### config.mk
export PLATFORM = sky130hd
export DESIGN_NAME = fetch
export DESIGN_NICKNAME = d
export VERILOG_FILES = /design/src/rtl/fetch.sv
export SDC_FILE = /design/constraint.sdc
export NUM_CORES = 1
export LEC_CHECK = 0
export BUFFER_PORTS_ARGS = -buffer_cell sky130_fd_sc_hd__buf_4
export CAP_MARGIN = 20
export CORE_ASPECT_RATIO = 1.2
export CORE_MARGIN = 2
export CORE_UTILIZATION = 44
export CTS_CLUSTER_DIAMETER = 50
export CTS_CLUSTER_SIZE = 12
export DETAILED_ROUTE_END_ITERATION = 6
export PLACE_DENSITY = 0.65
export SYNTH_ARGS = -nofsm -noshare
export SYNTH_HDL_FRONTEND = slang
export SYNTH_SLANG_ARGS = --single-unit
export TNS_END_PERCENT = 1
### constraint.sdc
create_clock -name clk -period 7.13 [get_ports clk]
set_clock_uncertainty 0.2 [all_clocks]
set_input_delay 1.0695 -clock clk [delete_from_list [all_inputs] [get_ports clk]]
set_output_delay 1.0695 -clock clk [all_outputs]
set_load 0.1 [all_outputs]
### src/rtl/fetch.sv
// Instruction fetch stage: PC generation, credit-limited imem requests, in-order response FIFO, redirect flush.
// Optional macro FETCH_MISALIGN_CHECK_EN: a misaligned redirect target raises a sticky fault and halts fetch.
module fetch #(
  parameter logic [31:0] RESET_PC        = 32'h0000_0000,
  parameter int          MAX_OUTSTANDING = 2
) (
  input  logic        clk,
  input  logic        rst,
  output logic        imem_req_valid,
  input  logic        imem_req_ready,
  output logic [31:0] imem_req_addr,
  input  logic        imem_resp_valid,
  input  logic [31:0] imem_resp_data,
  input  logic        redirect_valid,
  input  logic [31:0] redirect_pc,
  output logic        inst_valid,
  input  logic        inst_ready,
  output logic [31:0] inst_encoding,
  output logic [31:0] inst_pc,
  output logic        fetch_fault
);
  // Handshakes: a transfer happens on a rising edge where valid & ready are both 1;
  // valid never waits on ready, and payloads hold while valid & !ready.

  localparam int CW = 3;
  localparam int PW = (MAX_OUTSTANDING > 2) ? 2 : 1;
  localparam logic [CW-1:0] MAX_C  = CW'(MAX_OUTSTANDING);
  localparam logic [PW-1:0] LAST_P = PW'(MAX_OUTSTANDING - 1);

  typedef enum logic [1:0] {RUN = 2'd0, FLUSH = 2'd1, FAULT = 2'd2} state_e;

  state_e         state_q, state_d;
  logic [31:0]    pc_q, pc_d;
  logic [CW-1:0]  out_q, out_d;
  logic [CW-1:0]  drop_q, drop_d;
  logic [CW-1:0]  cnt_q, cnt_d;
  logic [PW-1:0]  rd_q, rd_d, wr_q, wr_d;
  logic [PW-1:0]  pq_rd_q, pq_rd_d, pq_wr_q, pq_wr_d;
  logic [31:0]    fifo_data_q [MAX_OUTSTANDING];
  logic [31:0]    fifo_data_d [MAX_OUTSTANDING];
  logic [31:0]    fifo_pc_q   [MAX_OUTSTANDING];
  logic [31:0]    fifo_pc_d   [MAX_OUTSTANDING];
  logic [31:0]    pcq_q       [MAX_OUTSTANDING];
  logic [31:0]    pcq_d       [MAX_OUTSTANDING];
  logic           fault_q, fault_d;

  logic           misalign;
  logic           pop, push, accept;
  logic [CW:0]    used;

  function automatic logic [PW-1:0] ptr_inc(input logic [PW-1:0] p);
    return (p == LAST_P) ? '0 : p + 1'b1;
  endfunction

`ifdef FETCH_MISALIGN_CHECK_EN
  assign misalign = |redirect_pc[1:0];
`else
  assign misalign = 1'b0;
`endif

  assign inst_valid     = (cnt_q != '0) && (state_q != FAULT);
  assign pop            = inst_valid && inst_ready;
  // Credits count both in-flight requests and buffered words, so the FIFO cannot overflow.
  assign used           = {1'b0, out_q} + {1'b0, cnt_q} - {{CW{1'b0}}, pop};
  assign imem_req_valid = !rst && (state_q == RUN) && !redirect_valid && (used < {1'b0, MAX_C});
  assign accept         = imem_req_valid && imem_req_ready;
  assign push           = imem_resp_valid && (state_q == RUN) && !redirect_valid;

  assign imem_req_addr  = pc_q;
  assign inst_encoding  = fifo_data_q[rd_q];
  assign inst_pc        = fifo_pc_q[rd_q];
  assign fetch_fault    = fault_q;

  always_comb begin
    state_d     = state_q;
    pc_d        = pc_q;
    drop_d      = drop_q;
    rd_d        = rd_q;
    wr_d        = wr_q;
    pq_rd_d     = pq_rd_q;
    pq_wr_d     = pq_wr_q;
    fifo_data_d = fifo_data_q;
    fifo_pc_d   = fifo_pc_q;
    pcq_d       = pcq_q;
    fault_d     = fault_q;

    // The PC queue mirrors every in-flight request, whatever state its response lands in.
    if (accept) begin
      pcq_d[pq_wr_q] = pc_q;
      pq_wr_d        = ptr_inc(pq_wr_q);
      pc_d           = pc_q + 32'd4;
    end
    if (imem_resp_valid) pq_rd_d = ptr_inc(pq_rd_q);
    out_d = out_q + CW'(accept) - CW'(imem_resp_valid);

    if (push) begin
      fifo_data_d[wr_q] = imem_resp_data;
      fifo_pc_d[wr_q]   = pcq_q[pq_rd_q];
      wr_d              = ptr_inc(wr_q);
    end
    if (pop) rd_d = ptr_inc(rd_q);
    cnt_d = cnt_q + CW'(push) - CW'(pop);

    case (state_q)
      RUN:   state_d = RUN;
      FLUSH: begin
        if (imem_resp_valid) begin
          drop_d = drop_q - 1'b1;
          if (drop_q == CW'(1)) state_d = RUN;
        end
      end
      FAULT: state_d = FAULT;
      default: state_d = RUN;
    endcase

    // In FLUSH the FIFO is already empty and drop equals outstanding, so this only moves the PC there.
    if (redirect_valid && (state_q != FAULT)) begin
      pc_d    = redirect_pc & 32'hFFFF_FFFC;
      cnt_d   = '0;
      rd_d    = '0;
      wr_d    = '0;
      drop_d  = out_q - CW'(imem_resp_valid);
      state_d = (drop_d != '0) ? FLUSH : RUN;
      if (misalign) begin
        state_d = FAULT;
        fault_d = 1'b1;
      end
    end
  end

  always_ff @(posedge clk) begin
    if (rst) begin
      state_q <= RUN;
      pc_q    <= RESET_PC;
      out_q   <= '0;
      drop_q  <= '0;
      cnt_q   <= '0;
      rd_q    <= '0;
      wr_q    <= '0;
      pq_rd_q <= '0;
      pq_wr_q <= '0;
      fault_q <= 1'b0;
      for (int i = 0; i < MAX_OUTSTANDING; i++) begin
        fifo_data_q[i] <= '0;
        fifo_pc_q[i]   <= '0;
        pcq_q[i]       <= '0;
      end
    end else begin
      state_q     <= state_d;
      pc_q        <= pc_d;
      out_q       <= out_d;
      drop_q      <= drop_d;
      cnt_q       <= cnt_d;
      rd_q        <= rd_d;
      wr_q        <= wr_d;
      pq_rd_q     <= pq_rd_d;
      pq_wr_q     <= pq_wr_d;
      fault_q     <= fault_d;
      fifo_data_q <= fifo_data_d;
      fifo_pc_q   <= fifo_pc_d;
      pcq_q       <= pcq_d;
    end
  end

endmodule

==> metrics.cfg <==
[die]
die_h_microns = 168
ioPinCount = 169
design.core.area_sq_um = 21900
die_w_microns = 141
dieArea_sq_um = 23600
rows = 59
start_util_pct = 45.0

[grt]
grt_usage_pct = 19.7
grt_max_degree = 132
grt-ovfl-total = 0
grt_pass1_wl_microns = 38700
antenna_found_initial = 0
grt_pass1_vias = 7562

[placed_design]
place_area_sq_um = 11100
dp_hpwl_microns = 15000
port_buffers = 161
dp.cells = 1522
gp_congestion = 0.772
dp_slack_ns = 2.54

[sta]
hold_violations = 0
setup_ws_ns = 2.61
setup_viol = 0
period_needed_ns = 4.52
timing.hold.ws_ns = 0.248
final.setup.tns_ns = 0
relSlewSlack_pct = 26.0
drv_slew = 0
max_freq_mhz = 221
rsz0062_at_grt = no
post-route-period-util_pct = 63.4
tightestPinTransition_ns = 1.11

[synth]
synth_top_area_share_pct = 46.6
yosys_warnings = 0
synthTopCellsByArea = dfxtp_1 (47%), nand2_1 (10%), mux2_2 (7.1%)
synth_top_area_cell = dfxtp_1
synth_most_common_cell = nand2_1
netlist_area_sq_um = 9840
synth_top_flop_cell = dfxtp_1
synth_cells = 1162
netlist-cell-type-count = 42
synthArstFlopShare_pct = 0
ys_ff_latch = 229
synth_common_cells = nand2_1 (267), dfxtp_1 (229), a21oi_1 (130)
synth_seq_area_share_pct = 46.6
syn_area_per_cell_sq_um = 8.47
synth_edf_count = 0

[setup_path]
worst-setup-path-type = flip-flop to output pin
r2r_cells = 17
worstReg2RegEnd = out_q[2]$_SDFF_PP0_
cp_max_fo = 7
critPathRequiredTime_ns = 5.86
worstSetupEndpointType = output pin
startpoint_type = flip-flop
arrival_ns = 3.25
r2r_slack_ns = 2.88
rr_startpoint = state_q[0]$_SDFFE_PP0P_
critPathLaunch = state_q[0]$_SDFFE_PP0P_

[power_and_ir_drop]
p_sw_share_pct = 32.4
pwr-share-clk_pct = 35.4
pwr-share-seq_pct = 43.0
p_switching_mw = 1.06
power.density_nw_per_um2 = 275
p_int_mw = 2.20
ir_drop_uv = 163
p_comb_share_pct = 21.6
p_leak_nw = 4.39

[clock_network]
post_cts_buffers = 0
ctsLongestPathBuffers = 3
clkTransAtPathRegs_ns = 0.06
ctsResizeCount = 0
cts_made_buffers = 25
htree_num_levels = 1
clk_latency_ns = 0.50
cts_hold_buf = 0
cts_tree = built
numClockSinks = 229
clock-root-buffer = clkbuf_16

[final_layout]
fill_cells = 2125
finish.net_count = 1362
final_cells = 1557
postLayoutCellArea_sq_um = 11800
layout-drive-gt1-share_pct = 22.1
antenna-diode-count = 0
synthToLayoutAreaGrowth_pct = 20.4

[hold_path]
hold_end = pcq_q[18]$_SDFFE_PP0P_
holdCritPathClass = flip-flop to flip-flop
whs_path_depth = 2
hp-start = pcq_q[18]$_SDFFE_PP0P_

[route]
post_drt_wl_per_cell_microns = 15.4
vias = 8076
ant_nets = 0
first_pass_iters = 5
totalWireLength_microns = 23900
vias_per_cell = 5.19
first_iter_violations = 425
remaining_drc_errors = 0

[outcome]
run_status = completed

[flow_run]
max_cap_violations = 0

==> worst max-delay path: stages, from the launching register on <==
cell and delay, ns:
dfxtp_1 0.43, nand2b_1 0.22, o31a_1 0.19, and2_1 0.21, ha_1 0.26, nand2b_1 0.16, fa_1 0.38, xor2_1 0.20
nand3_1 0.18, a21oi_1 0.20, buf_4 0.32
==> power groups by stage <==
stage / logic [mW] / clock network [mW] / registers [mW]
2_1_floorplan: 0.482 / 0 / 1.49
3_3_place_gp: 0.700 / 0 / 1.43
3_5_place_dp: 0.705 / 0 / 1.43
4_1_cts: 0.707 / 1.18 / 1.40
5_1_grt: 0.751 / 1.23 / 1.41
6_report: 0.702 / 1.15 / 1.40
==> how the worst max path moves through the flow <==
| stage | to | slack [ns] | cells after the start |
|---|---|---|---|
| floorplan | imem_req_valid | 1.59 | 9 |
| global placement | pcq_q[56]$_SDFFE_PP0P_ | 2.62 | 12 |
| detailed placement | pcq_q[55]$_SDFFE_PP0P_ | 2.54 | 12 |
| CTS | imem_req_valid | 2.60 | 10 |
| global route | imem_req_valid | 2.37 | 10 |
| finish | imem_req_valid | 2.61 | 10 |
==> flip-flops by register name, summed over array words and instances (netlist names) <==
name           flops
pq_wr_q            1
pcq_q             60
imem_req_addr     30
rd_q               1
pq_rd_q            1
cnt_q              3
fifo_pc_q         60
state_q            2
fifo_data_q       64
wr_q               1
out_q              3
drop_q             3
==> placed cells by master, fill, tap and decap left out, drive strengths merged, types with 3 or more instances in the layout <==
cell type    n
nand3       14
mux2        62
nor2b        3
buf        172
nand2b       3
conb         5
mux2i       30
a211oi      87
nand4       10
nor2       104
nor4         3
and2         5
nor3        13
inv         23
a21oi      130
xnor2       21
ha          14
dfxtp      229
a311oi       5
clkinv       6
and3         7
or3          6
xor2        12
nand2      267
fa           3
o21ai        7
clkbuf      28
==> cell families after synthesis <==
kind of cell | synth area share (%)
and+or+nand+nor | 18.7
AOI/OAI and AO/OA | 14.6
DFF | 46.6
buffers and inverters | 4.58
muxes | 10.1
xor gates and xnor gates | 2.94
adders and majority gates | 2.39
other | 0.0381
==> metal layers <==
metal	part of all wire, %	vias up	track usage (%)
met1	47	3705	27.0
met3	4.2	30	2.39
li1	-	4170	-
met4	1.8	0	4.52
met2	47	171	33.5
met5	0	-	0
==> final cells by class <==
cell class	count	area, sq um	share of cell area (%)
Multi-Input combinational cell	825	4830	40.8
Inverter	22	82.6	0.697
Clock buffer	28	667	5.63
Sequential cell	229	4590	38.7
Tap cell	274	343	2.89
Timing Repair Buffer	172	1290	10.9
Clock inverter	7	42.5	0.359
==> per-stage QoR <==
stage	util [%]	total power, mW
6_report	54.2	3.25
5_1_grt	54.2	3.39
4_1_cts	54.2	3.29
3_5_place_dp	51.0	2.13
3_3_place_gp	51.0	2.13
2_1_floorplan	-	1.97
Note: power is estimated with default switching activity, not from simulation.
